==> src/rtl/soa_ptr_pkg.sv <==
// Shared command and FSM encodings for the pointer bank.
package soa_ptr_pkg;

    typedef enum logic [1:0] {
        OP_SET   = 2'd0,
        OP_ADD   = 2'd1,
        OP_SUB   = 2'd2,
        OP_SWEEP = 2'd3
    } op_e;

    typedef enum logic {
        ST_IDLE  = 1'b0,
        ST_SWEEP = 1'b1
    } state_e;

endpackage

==> src/rtl/soa_ptr_step.sv <==
// Combinational next value of one pointer channel: set, add or subtract with
// either modular wrap or saturation at 0 / PTR_MAX.
module soa_ptr_step
    import soa_ptr_pkg::*;
#(
    parameter int PTR_W   = 5,
    parameter int PTR_MAX = 2**PTR_W - 1
) (
    input  logic [PTR_W-1:0] ptr_i,
    input  logic [1:0]       op_i,
    input  logic [PTR_W-1:0] arg_i,
    input  logic             wrap_i,
    output logic [PTR_W-1:0] nxt_o,
    output logic             ovf_o
);

    localparam logic [PTR_W:0] MAX_W = (PTR_W+1)'(PTR_MAX);
    localparam logic [PTR_W:0] MOD_W = (PTR_W+1)'(PTR_MAX + 1);

    logic [PTR_W:0] ptr_ext;
    logic [PTR_W:0] arg_ext;
    logic [PTR_W:0] arg_m;
    logic [PTR_W:0] sum;

    // Step amounts beyond the pointer range are folded back into it first.
    assign ptr_ext = {1'b0, ptr_i};
    assign arg_ext = {1'b0, arg_i};
    assign arg_m   = arg_ext % MOD_W;
    assign sum     = ptr_ext + arg_m;

    always_comb begin
        nxt_o = ptr_i;
        ovf_o = 1'b0;
        case (op_e'(op_i))
            OP_SET: nxt_o = (arg_ext > MAX_W) ? MAX_W[PTR_W-1:0] : arg_i;
            OP_ADD: begin
                if (sum > MAX_W) begin
                    ovf_o = 1'b1;
                    nxt_o = wrap_i ? PTR_W'(sum - MOD_W) : MAX_W[PTR_W-1:0];
                end else begin
                    nxt_o = sum[PTR_W-1:0];
                end
            end
            OP_SUB: begin
                if (arg_m > ptr_ext) begin
                    ovf_o = 1'b1;
                    nxt_o = wrap_i ? PTR_W'(ptr_ext + MOD_W - arg_m) : '0;
                end else begin
                    nxt_o = PTR_W'(ptr_ext - arg_m);
                end
            end
            default: ;
        endcase
    end

endmodule

==> src/rtl/soa_ptr_bank.sv <==
// Bank of NUM_CH independent pointers driven by set/add/sub commands plus a
// sweep engine that walks one channel towards a target, one step per cycle.
module soa_ptr_bank
    import soa_ptr_pkg::*;
#(
    parameter int PTR_W     = 5,
    parameter int NUM_CH    = 4,
    parameter int PTR_MAX   = 2**PTR_W - 1,
    parameter int RESET_VAL = 0
) (
    input  logic                                           Clk,
    input  logic                                           Reset,
    input  logic                                           cmd_valid,
    output logic                                           cmd_ready,
    input  logic [((NUM_CH > 1) ? $clog2(NUM_CH) : 1)-1:0] cmd_ch,
    input  logic [1:0]                                     cmd_op,
    input  logic [PTR_W-1:0]                               cmd_arg,
    input  logic [NUM_CH-1:0]                              wrap_en,
    output logic [NUM_CH*PTR_W-1:0]                        ptr_out,
    output logic [NUM_CH-1:0]                              at_max,
    output logic [NUM_CH-1:0]                              ovf,
    output logic                                           sweep_done
);

    localparam int             CH_W  = (NUM_CH > 1) ? $clog2(NUM_CH) : 1;
    localparam logic [PTR_W:0] MAX_W = (PTR_W+1)'(PTR_MAX);

    function automatic logic [PTR_W-1:0] clamp_max(input logic [PTR_W-1:0] v);
        return ({1'b0, v} > MAX_W) ? MAX_W[PTR_W-1:0] : v;
    endfunction

    state_e           state_q, state_d;
    logic [CH_W-1:0]  swp_ch_q, swp_ch_d;
    logic [PTR_W-1:0] swp_tgt_q, swp_tgt_d;
    logic             done_q, done_d;

    op_e              cmd_op_e;
    logic             accept;
    logic             ch_ok;
    logic [PTR_W-1:0] cur_a [NUM_CH];
    logic [PTR_W-1:0] nxt_a [NUM_CH];
    logic [NUM_CH-1:0] step_ovf_a;

    assign cmd_op_e   = op_e'(cmd_op);
    assign cmd_ready  = (state_q == ST_IDLE);
    assign accept     = cmd_valid && cmd_ready;
    assign ch_ok      = (int'(cmd_ch) < NUM_CH);
    assign sweep_done = done_q;

    for (genvar g = 0; g < NUM_CH; g++) begin : g_ch
        logic             en;
        logic [1:0]       op;
        logic [PTR_W-1:0] arg;
        logic [PTR_W-1:0] nxt;
        logic             step_ovf;
        logic [PTR_W-1:0] ptr_q, ptr_d;
        logic             ovf_q, at_max_q;

        // A sweeping channel is stepped as ADD 1 under its own wrap rule.
        always_comb begin
            en  = 1'b0;
            op  = OP_ADD;
            arg = PTR_W'(1);
            if (state_q == ST_SWEEP) begin
                en = (swp_ch_q == CH_W'(g));
            end else if (accept && (cmd_ch == CH_W'(g)) && (cmd_op_e != OP_SWEEP)) begin
                en  = 1'b1;
                op  = cmd_op;
                arg = cmd_arg;
            end
        end

        soa_ptr_step #(
            .PTR_W   (PTR_W),
            .PTR_MAX (PTR_MAX)
        ) u_step (
            .ptr_i  (ptr_q),
            .op_i   (op),
            .arg_i  (arg),
            .wrap_i (wrap_en[g]),
            .nxt_o  (nxt),
            .ovf_o  (step_ovf)
        );

        assign ptr_d = en ? nxt : ptr_q;

        always_ff @(posedge Clk or posedge Reset) begin
            if (Reset) begin
                ptr_q    <= PTR_W'(RESET_VAL);
                ovf_q    <= 1'b0;
                at_max_q <= (RESET_VAL == PTR_MAX);
            end else begin
                ptr_q    <= ptr_d;
                ovf_q    <= en && step_ovf;
                at_max_q <= ({1'b0, ptr_d} == MAX_W);
            end
        end

        assign ptr_out[g*PTR_W +: PTR_W] = ptr_q;
        assign ovf[g]                    = ovf_q;
        assign at_max[g]                 = at_max_q;
        assign cur_a[g]                  = ptr_q;
        assign nxt_a[g]                  = nxt;
        assign step_ovf_a[g]             = step_ovf;
    end

    // A saturating channel that cannot climb further ends the sweep without done.
    always_comb begin
        state_d   = state_q;
        swp_ch_d  = swp_ch_q;
        swp_tgt_d = swp_tgt_q;
        done_d    = 1'b0;
        case (state_q)
            ST_IDLE: begin
                if (accept && (cmd_op_e == OP_SWEEP) && ch_ok) begin
                    if (cur_a[cmd_ch] == clamp_max(cmd_arg)) begin
                        done_d = 1'b1;
                    end else begin
                        state_d   = ST_SWEEP;
                        swp_ch_d  = cmd_ch;
                        swp_tgt_d = clamp_max(cmd_arg);
                    end
                end
            end
            ST_SWEEP: begin
                if (nxt_a[swp_ch_q] == swp_tgt_q) begin
                    state_d = ST_IDLE;
                    done_d  = 1'b1;
                end else if (step_ovf_a[swp_ch_q] && !wrap_en[swp_ch_q]) begin
                    state_d = ST_IDLE;
                end
            end
            default: state_d = ST_IDLE;
        endcase
    end

    always_ff @(posedge Clk or posedge Reset) begin
        if (Reset) begin
            state_q   <= ST_IDLE;
            swp_ch_q  <= '0;
            swp_tgt_q <= '0;
            done_q    <= 1'b0;
        end else begin
            state_q   <= state_d;
            swp_ch_q  <= swp_ch_d;
            swp_tgt_q <= swp_tgt_d;
            done_q    <= done_d;
        end
    end

endmodule
==> config.mk <==
export PLATFORM = sky130hd
export DESIGN_NAME = soa_ptr_bank
export DESIGN_NICKNAME = d
export VERILOG_FILES = /design/src/rtl/soa_ptr_pkg.sv /design/src/rtl/soa_ptr_step.sv /design/src/rtl/soa_ptr_bank.sv
export SDC_FILE = /design/constraint.sdc
export NUM_CORES = 1
export LEC_CHECK = 0
export BUFFER_PORTS_ARGS = -buffer_cell sky130_fd_sc_hd__buf_4
export CORE_MARGIN = 10
export CORE_UTILIZATION = 55
export CTS_CLUSTER_SIZE = 10
export DETAILED_ROUTE_END_ITERATION = 7
export GPL_ROUTABILITY_DRIVEN = 0
export HOLD_SLACK_MARGIN = 0.12
export PLACE_DENSITY_LB_ADDON = 0.1
export SLEW_MARGIN = 20
export SYNTH_ARGS = -nofsm -noshare
export SYNTH_HDL_FRONTEND = slang
export SYNTH_SLANG_ARGS = --single-unit
==> constraint.sdc <==
create_clock -name Clk -period 6.2 [get_ports Clk]
set_clock_uncertainty 0.05 [all_clocks]
set_input_delay 0.31 -clock Clk [delete_from_list [all_inputs] [get_ports Clk]]
set_output_delay 0.31 -clock Clk [all_outputs]
set_load 0.03 [all_outputs]
==> results of run 1 <==
==> worst paths after layout <==
check / end / slack, ps
max in group asynchronous: g_ch[3].ptr_q[1] / 5110
hold reg to reg: swp_tgt_q[0] / 500
min in group asynchronous: g_ch[3].ovf_q / 640
setup / recovery: sweep_done / 1600
hold / removal: swp_tgt_q[1] / 290
setup reg to reg: sweep_done / 1600
==> metrics by stage <==
step           area, um^2  hold WS, ps
2_1_floorplan        5140          411
3_3_place_gp         5420          396
3_5_place_dp         5430          420
4_1_cts              5520          290
5_1_grt              5520          300
6_report             5520          292
==> flip-flops by register name, summed over array words and instances (netlist names) <==
| register | count |
|---|---|
| g_ch.at_max_q | 4 |
| g_ch.ovf_q | 4 |
| swp_tgt_q | 5 |
| g_ch.ptr_q | 20 |
| sweep_done | 1 |
| state_q | 1 |
| swp_ch_q | 2 |
==> cell usage in the layout (no fill, tap or decap), drive strengths merged, types with 6 or more instances in the layout <==
cell type	Yosys	routed
nor2b	14	14
a31oi	15	15
buf	16	46
a211oi	6	6
ha	60	60
nand3	14	14
xnor2	11	11
nor3	13	13
and3	10	10
nand2	54	54
clkbuf	19	7
dfrtp	37	37
a21oi	49	49
nor2	66	66
a221oi	6	6
mux2	7	7
o21ai	31	31
inv	67	67
nand4	6	6
a21o	6	6
nand2b	19	19
xor2	13	13
==> power by group through the flow <==
stage	combinational, mW	sequential [mW]	clock (mW)
6_report	1.94	0.581	0.174
5_1_grt	2.12	0.595	0.185
4_1_cts	1.91	0.573	0.175
3_5_place_dp	1.90	0.578	0
3_3_place_gp	1.88	0.570	0
2_1_floorplan	1.37	0.578	0
==> cells in the mapped netlist, drive strengths merged (4+ instances only) <==
library cell and count:
nand2 54, o21ai 31, a32o 4, and3 10
a31oi 15, a221o 5, o31a 5, buf 16
nand2b 19, nor3b 4, clkbuf 19, ha 60
fa 4, nor2 66, inv 67, a311oi 4
and2 5, nor2b 14, nand3 14, o2bb2ai 4
xor2 13, a221oi 6, o21a 5, nor3 13
dfrtp 37, o211ai 4, a21o 6, o22a 4
o31ai 5, xnor2 11, mux4 5, a21oi 49
nand4 6, mux2 7, a211oi 6
==> what timing repair did <==
action,in CTS,in global routing
gates resized for setup,0,0
hold buffers,1,0
hold endpoints to repair,37,0
==> worst max-delay path: stages, from the launching register on <==
cell,delay (ps)
dfrtp_1,540
nor2b_2,450
and3_1,520
nand2_4,80
ha_1,360
nor2b_1,170
o31a_1,280
o41ai_2,450
a211oi_1,100
a221o_1,330
nor4b_1,500
a311oi_2,100
xor2_1,240
nor3_2,70
a32o_1,240
==> cell type report <==
cell class	count	area [um^2]
fillers	837	3630
repair buffers	47	355
multi-input cells	516	3770
well taps	111	139
clock buffers	7	86.3
inverters	67	251
flip-flops and latches	37	926
==> layer usage <==
metal	part of all wire [%]	wire, um	track usage, %
met3	8.4	1330	3.44
met5	0	0	0
met4	2.3	364	6.59
met1	43	6770	31.2
met2	47	7380	37.7
==> logic make-up after synthesis <==
group / share of synthesized area [%]
AND/OR/NAND/NOR: 23.3
AO/OA/AOI/OAI: 25.7
buffers and inverters: 8.81
adder cells (fa/ha/maj): 16.2
flip-flops: 18.0
XOR/XNOR: 4.09
multiplexers: 3.92
==> impl_metrics.toml, run 1 <==
[hold_path]
hp-class = "input pin to flop"
min-delay-start = "cmd_arg[1]"
whs_path_depth = 2

[clock_tree]
clk_path_buf_depth = 2
clock_latency_ps = 290
cts_tree = "yes"
htreeDepth = 2
clock_sinks = 37
cts_setup_buffers = 0
clk_pin_slew_ps = 70
numCtsBuffers = 5
cts_root_buf = "clkbuf_8"

[critical_path]
path_max_fanout = 11
critPathKind = "flop to flop"
crit_path_start = "state_q"
cp-end-kind = "flop"
cp.arrival_ps = 4730
reg2reg_from = "state_q"
required_ps = 6330
rr_worst_depth = 14
worstSetupStartpointType = "flop"

[grt]
grt_pass1_vias = 4818
grt_max_degree = 38
track_usage_pct = 23.2
grt_overflow = 0
antenna_found_initial = 0
grt_pass1_wl_um = 25200

[sta]
final-setup-viol-count = 0
fin_crit_sh_pct = 74.2
tightest_slew_ps = 979
finalMaxSlewViolations = 0
rsz0062_at_grt = "no"
fin_ws_ps = 1600
finalSetupTns_ps = 0
post-route-min-period_ps = 4600
fmax_ghz = 0.217
slew_headroom_pct = 34.7
hold_viol = 0

[drt]
drt_first_pass_iters = 5
avgRoutedWirePerCell_um = 20.2
vias_per_cell = 6.45
drt_first_iter_violations = 563
num_vias = 5065
wl_um = 15800
drc = 0
antenna_left = 0

[floorplan]
initial_core_util_pct = 56.1
die_area_um2 = 13600
ios = 46
design.core.area_um2 = 9150
rows = 35
die_h_um = 117
die_x_um = 117

[synth]
syn_area_per_cell_um2 = 7.85
postSynthCellCount = 655
synth_top_area_share_pct = 18.0
ys_async_sr_fraction_pct = 100
synth_top_cell_by_area = "dfrtp_1"
synth.yosys.seq_area_share_pct = 18.0
synth_area_leaders = "dfrtp_1 18%, ha_1 15%, inv_1 4.8%"
synth_edf_count = 0
ys_types = 78
yosys_register_bits = 37
ys_warn_count = 0
synth_area_um2 = 5140
synth-main-ff-cell = "dfrtp_1"
syn_nets = 735

[pwr]
power_density_nw_per_um2 = 488
p_int_mw = 1.24
p_comb_share_pct = 72.0
seqPwrFrac_pct = 21.5
leakage_nw = 2.53
power_mw = 2.70
p_switching_mw = 1.46
power_frac_clock_pct = 6.4
peakVddDrop_mv = 0.300
swShare_pct = 54.2

[final_layout]
num_antenna_cells = 0
drive_above_1_share_pct = 12.8
final_nets = 754
layoutNonFillerInstCount = 785
syn_to_final_growth_pct = 7.50
fin_util_pct = 60.4

[placement]
preCtsSetupSlack_ps = 1680
dp.cells = 777
portBuffers = 45
dpl.hpwl_um = 12300

[status]
outcome = "completed"

[job]
drv_cap = 0
Power figures use the tool's default switching activity.
==> run 2: changes to the inputs <==
- ABC_AREA: not set -> 1
- clock period: 6.2 -> 4 ns (I/O delays scaled with it)
==> run 2 against run 1 <==
Net effect: cell area is 2.5% lower; largest cell class unchanged; total power is 26% higher; synthesized area is 5.5% lower; worst setup slack worse by 1300 ps; sequential cell count stayed put; critical path depth is 12 higher; routed wire length is 11% lower.
==> impl_metrics.toml, run 2 <==
[synth]
synth_edf_count = 0
syn_nets = 853
synth-main-ff-cell = "dfrtp_1"
ys_types = 37
synth.top_cells.by_count = "254 x nand2_1, 105 x inv_1, 60 x ha_1, 58 x nor2_1, 52 x nand3_1"
synth_area_um2 = 4860
yosys_register_bits = 37
synth.yosys.seq_area_share_pct = 19.1
synth_area_leaders = "nand2_1 20%, dfrtp_1 19%, ha_1 15%"
synth_top_area_share_pct = 19.6
postSynthCellCount = 773
ys_warn_count = 0
synth_top_cell_by_area = "nand2_1"
syn_area_per_cell_um2 = 6.28
ys_async_sr_fraction_pct = 100
yosysMostFrequentCell = "nand2_1"

[drt]
drt_first_iter_violations = 389
vias_per_cell = 5.57
drt_first_pass_iters = 5
wl_um = 14100
avgRoutedWirePerCell_um = 15.3
num_vias = 5134
antenna_left = 0
drc = 0

[critical_path]
worstSetupStartpointType = "flop"
critPathKind = "flop to flop"
crit_family = "simple AND/OR/NAND/NOR gates"
cp-end-kind = "flop"
r2r-end = "state_q"
crit_top_cell = "nand2_1"
cpPeakStageDelay_ps = 450
rr_worst_depth = 26
required_ps = 4110
cp.arrival_ps = 3790
worst-path-buf-inv = 4
worst_path_max_delay_cell = "dfrtp_1"
reg2reg_from = "state_q"
r2r_setup_slack_ps = 320
path_max_fanout = 7

[sta]
slew_headroom_pct = 51.4
rsz0062_at_grt = "no"
timing.hold.ws_ps = 212
tightest_slew_ps = 729
post-route-min-period_ps = 3680
hold_viol = 0
fin_crit_sh_pct = 91.9
finalMaxSlewViolations = 0
final-setup-viol-count = 0
fmax_ghz = 0.272
finalSetupTns_ps = 0

[pwr]
swShare_pct = 55.3
peakVddDrop_mv = 0.316
p_int_mw = 1.52
seqPwrFrac_pct = 21.5
p_comb_share_pct = 68.4
leakage_nw = 2.98
power_frac_clock_pct = 10.1
power_density_nw_per_um2 = 630
p_switching_mw = 1.88

[placement]
dpl.hpwl_um = 11200
place_area_um2 = 5250
portBuffers = 45

[floorplan]
die_h_um = 114
design.core.area_um2 = 8680
die_x_um = 114
initial_core_util_pct = 56.0
rows = 34
ios = 46
die_area_um2 = 13000

[clock_tree]
cts_setup_buffers = 0
numCtsBuffers = 5
clock_latency_ps = 290
clock_sinks = 37
cts_root_buf = "clkbuf_8"
cts_tree = "yes"
htreeDepth = 2
clk_pin_slew_ps = 80
clk_path_buf_depth = 2

[final_layout]
final_nets = 893
regMostFlops = "g_ch.ptr_q"
finish.instance_area_um2 = 5390
layout_commonest_cell = "nand2_1"
drive_above_1_share_pct = 12.9
largest_reg_flops = 20
fin_util_pct = 62.1
syn_to_final_growth_pct = 10.9
final_cell_mix = "254 x nand2_1, 105 x inv_1, 60 x ha_1, 57 x nor2_1, 52 x nand3_1"
nFillCells = 859
top_regs = "g_ch.ptr_q x20, swp_tgt_q x5"
num_antenna_cells = 0

[grt]
grt_overflow = 0
track_usage_pct = 20.9
antenna_found_initial = 0
grt_pass1_vias = 4703
grt_max_degree = 38
grt_pass1_wl_um = 22700

[hold_path]
hp-class = "input pin to flop"
min_to = "swp_ch_q[1]"
min-delay-start = "cmd_ch[1]"
whs_path_depth = 3

[job]
drv_cap = 0

[status]
outcome = "completed"
run 2: changes by cell type after synthesis, sizes merged, moves of 10 or more:
cell,change
inv,+47
nand3,+40
nor3,-12
nor2b,-14
o21ai,+19
nand2,+216
a21oi,-16
nand2b,-19
and3,-10
clkbuf,-16
run 2: per-stage QoR:
stage               setup slack (ps)  std cells  total power, mW
floorplan                        566        773             2.36
global placement                 482        913             2.96
detailed placement               317        913             3.00
CTS                              303        922             3.36
global route                    12.2        922             3.71
finish                           324        922             3.39
run 2: how the worst max path moves through the flow:
stage                       start  endpoint  slack (ps)  depth (start not counted)
final                     state_q   state_q         320                         26
after global routing      state_q   state_q          10                         26
after CTS                 state_q   state_q         300                         26
after detailed placement  state_q   state_q         320                         26
after global placement    state_q   state_q         480                         26
after floorplan           state_q   state_q         570                         26
run 2: what timing repair did:
action | in CTS | in global routing
gates resized for setup | 0 | 2
endpoints found under the setup margin | 0 | 1
hold buffers | 1 | 0
hold endpoints to repair | 37 | 0
run 2: routing by layer:
layer	part of all wire, %	track usage (%)	up-vias	routed length [um]
met3	7.9	2.89	28	1110
met5	0	0	-	0
li1	-	-	2533	-
met1	44	28.5	2344	6250
met2	46	34.1	229	6480
met4	2.0	4.85	0	282
run 2: cell type report:
| cell class | count | area [um^2] | share of cell area, % |
|---|---|---|---|
| inverter | 115 | 433 | 8.04 |
| multi-input combinational | 607 | 3420 | 63.5 |
| timing repair buffer | 47 | 355 | 6.60 |
| clock buffer | 7 | 86.3 | 1.60 |
| tap | 108 | 135 | 2.51 |
| sequential | 37 | 926 | 17.2 |
| clock inverter | 1 | 30.0 | 0.557 |
run 2: worst reg2reg max path: cells and delay by family, from the launching register on:
kind | cells | cell delay (ps)
simple gates | 18 | 1730
flops | 1 | 450
buf+inv | 4 | 430
fa+ha+maj | 1 | 360
compound gates | 3 | 540
run 2: cells by family (layout without fill, tap and decap cells):
group,after synthesis,in the layout,share of synthesized area (%)
and+or+nand+nor,415,415,37.2
buffers and inverters,129,170,10.6
AOI/OAI and AO/OA,107,107,12.2
adders and majority gates,64,64,17.1
DFF,37,37,19.1
xor gates and xnor gates,21,21,3.79
run 2: power by group through the flow:
stage	clock network, mW	logic [mW]	registers [mW]
after global placement	0	2.24	0.723
after global routing	0.361	2.60	0.747
after CTS	0.344	2.29	0.723
after floorplan	0	1.55	0.809
final	0.343	2.32	0.730
after detailed placement	0	2.27	0.728
==> run 3: changes to the inputs <==
- CORE_ASPECT_RATIO: not set -> 1.75
- clock period: 4 -> 4.6 ns (I/O delays scaled with it)
==> run 3 against run 2 <==
Net effect: worst setup slack improved by 510 ps; sequential share of layout area down 0.19 points; sequential power fell by 12%; hold slack better by 38 ps; critical endpoint unchanged; largest cell class unchanged.
==> impl_metrics.toml, run 3 (same netlist as run 2, synthesis figures left out) <==
[grt]
track_usage_pct = 22.5
grt_overflow = 0
antenna_found_initial = 0
grt_pass1_vias = 5030
grt_pass1_wl_um = 23900
grt_max_degree = 38

[drt]
antenna_left = 0
drt_first_iter_violations = 323
num_vias = 5062
drc = 0
wl_um = 14900
avgRoutedWirePerCell_um = 16.0
drt_first_pass_iters = 5
vias_per_cell = 5.44

[critical_path]
worst_path_max_delay_cell = "dfrtp_1"
critPathKind = "flop to flop"
crit_family = "simple AND/OR/NAND/NOR gates"
cpPeakStageDelay_ps = 440
worst-path-buf-inv = 4
path_max_fanout = 7
cp.arrival_ps = 3870
cp-end-kind = "flop"
required_ps = 4700
crit_top_cell = "nand2_1"
worstSetupStartpointType = "flop"

[final_layout]
fin_util_pct = 62.8
top_regs = "g_ch.ptr_q x20, swp_tgt_q x5"
syn_to_final_growth_pct = 12.2
nFillCells = 893
final_nets = 893
final_cell_mix = "254 x nand2_1, 105 x inv_1, 60 x ha_1, 58 x nor2_1, 52 x nand3_1"
layout_commonest_cell = "nand2_1"
regMostFlops = "g_ch.ptr_q"
num_antenna_cells = 0
largest_reg_flops = 20
drive_above_1_share_pct = 12.8

[sta]
rsz0062_at_grt = "no"
slew_headroom_pct = 46.6
hold_viol = 0
final-setup-viol-count = 0
timing.hold.ws_ps = 249
fmax_ghz = 0.265
tightest_slew_ps = 801
finalSetupTns_ps = 0
finalMaxSlewViolations = 0
fin_crit_sh_pct = 81.9
post-route-min-period_ps = 3770

[floorplan]
ios = 46
die_x_um = 91.0
initial_core_util_pct = 56.0
design.core.area_um2 = 8670
die_area_um2 = 13100
die_h_um = 144
rows = 45

[clock_tree]
numCtsBuffers = 5
clock_latency_ps = 280
cts_resized = 0
cts_root_buf = "clkbuf_16"
clk_path_buf_depth = 2
clock_sinks = 37
clk_pin_slew_ps = 50
htreeDepth = 2
cts_tree = "yes"

[placement]
dpl.hpwl_um = 12100
portBuffers = 45

[pwr]
power_density_nw_per_um2 = 564
leakage_nw = 3.00
peakVddDrop_mv = 0.391

[status]
outcome = "completed"

[hold_path]
hp-class = "input pin to flop"

[job]
drv_cap = 0
==> run 3: cell types whose count changed in the layout (fill, tap and decap cells not counted) <==
cell and delta:
nor2_4 -1, clkbuf_16 +5, nor2_1 +1, clkbuf_8 -5
==> run 3: where the power goes <==
part,total [mW],switching (mW),internal [mW]
Sequential,0.639,0.204,0.434
Combinational,2.03,1.32,0.711
Clock,0.401,0.130,0.271
==> run 3: worst register-to-register path, cell delays in order, from the launching register on <==
cell	delay [ps]
dfrtp_1	440
inv_1	150
nand2_2	170
nor2_2	270
inv_1	150
nor2_1	240
inv_1	80
ha_1	340
nand2_1	70
o21ai_0	250
nand2_1	80
nand2_1	60
nand2_1	60
nand3_1	130
nand2_1	100
o21ai_0	170
inv_1	60
nand2_1	60
nand2_1	60
nand2_1	60
nand2_1	70
o21ai_1	120
nand2_1	60
nor2_1	130
nand3_1	90
nand2_1	60
nand2_1	50
==> run 3: path summary, 6_finish.rpt <==
check | to | slack, ps | from | depth (start not counted)
max in group asynchronous | g_ch[2].ovf_q | 3570 | Reset | 4
worst max-delay path | state_q | 830 | state_q | 26
worst min register to register | swp_tgt_q[2] | 460 | swp_tgt_q[2] | 2
worst max register to register | state_q | 830 | state_q | 26
worst min-delay path | swp_ch_q[1] | 250 | cmd_ch[1] | 3
min in group asynchronous | g_ch[3].ovf_q | 580 | Reset | 4
==> run 3: layer usage <==
metal | routed length (um) | share of wire (%) | vias to the layer above | track usage, %
li1 | - | - | 2533 | -
met1 | 5530 | 37 | 2303 | 22.0
met3 | 629 | 4.2 | 56 | 2.65
met4 | 1010 | 6.8 | 0 | 16.6
met2 | 7710 | 52 | 170 | 42.3
met5 | 0 | 0 | - | 0
==> run 3: area by class of cell <==
type / instances / area [um^2] / area share (%)
Clock buffer: 7 / 143 / 2.62
Clock inverter: 1 / 30.0 / 0.551
Inverter: 115 / 433 / 7.95
Multi-Input combinational cell: 607 / 3410 / 62.7
Sequential cell: 37 / 926 / 17.0
Tap cell: 117 / 146 / 2.69
Timing Repair Buffer: 47 / 355 / 6.52
==> run 3: repair_timing <==
action | 4_1_cts | 5_1_grt
hold buffers | 1 | 0
hold endpoints to repair | 37 | 0
buffers inserted | 0 | 0
==> run 3: through the flow <==
step / setup WS [ps] / cell area, um^2 / total power [mW] / instances
after floorplan: 1170 / 4860 / 2.05 / 773
after global placement: 1050 / 5260 / 2.60 / 922
after detailed placement: 920 / 5260 / 2.63 / 922
after CTS: 915 / 5450 / 3.05 / 931
after global routing: 353 / 5450 / 3.34 / 931
final: 832 / 5450 / 3.07 / 931
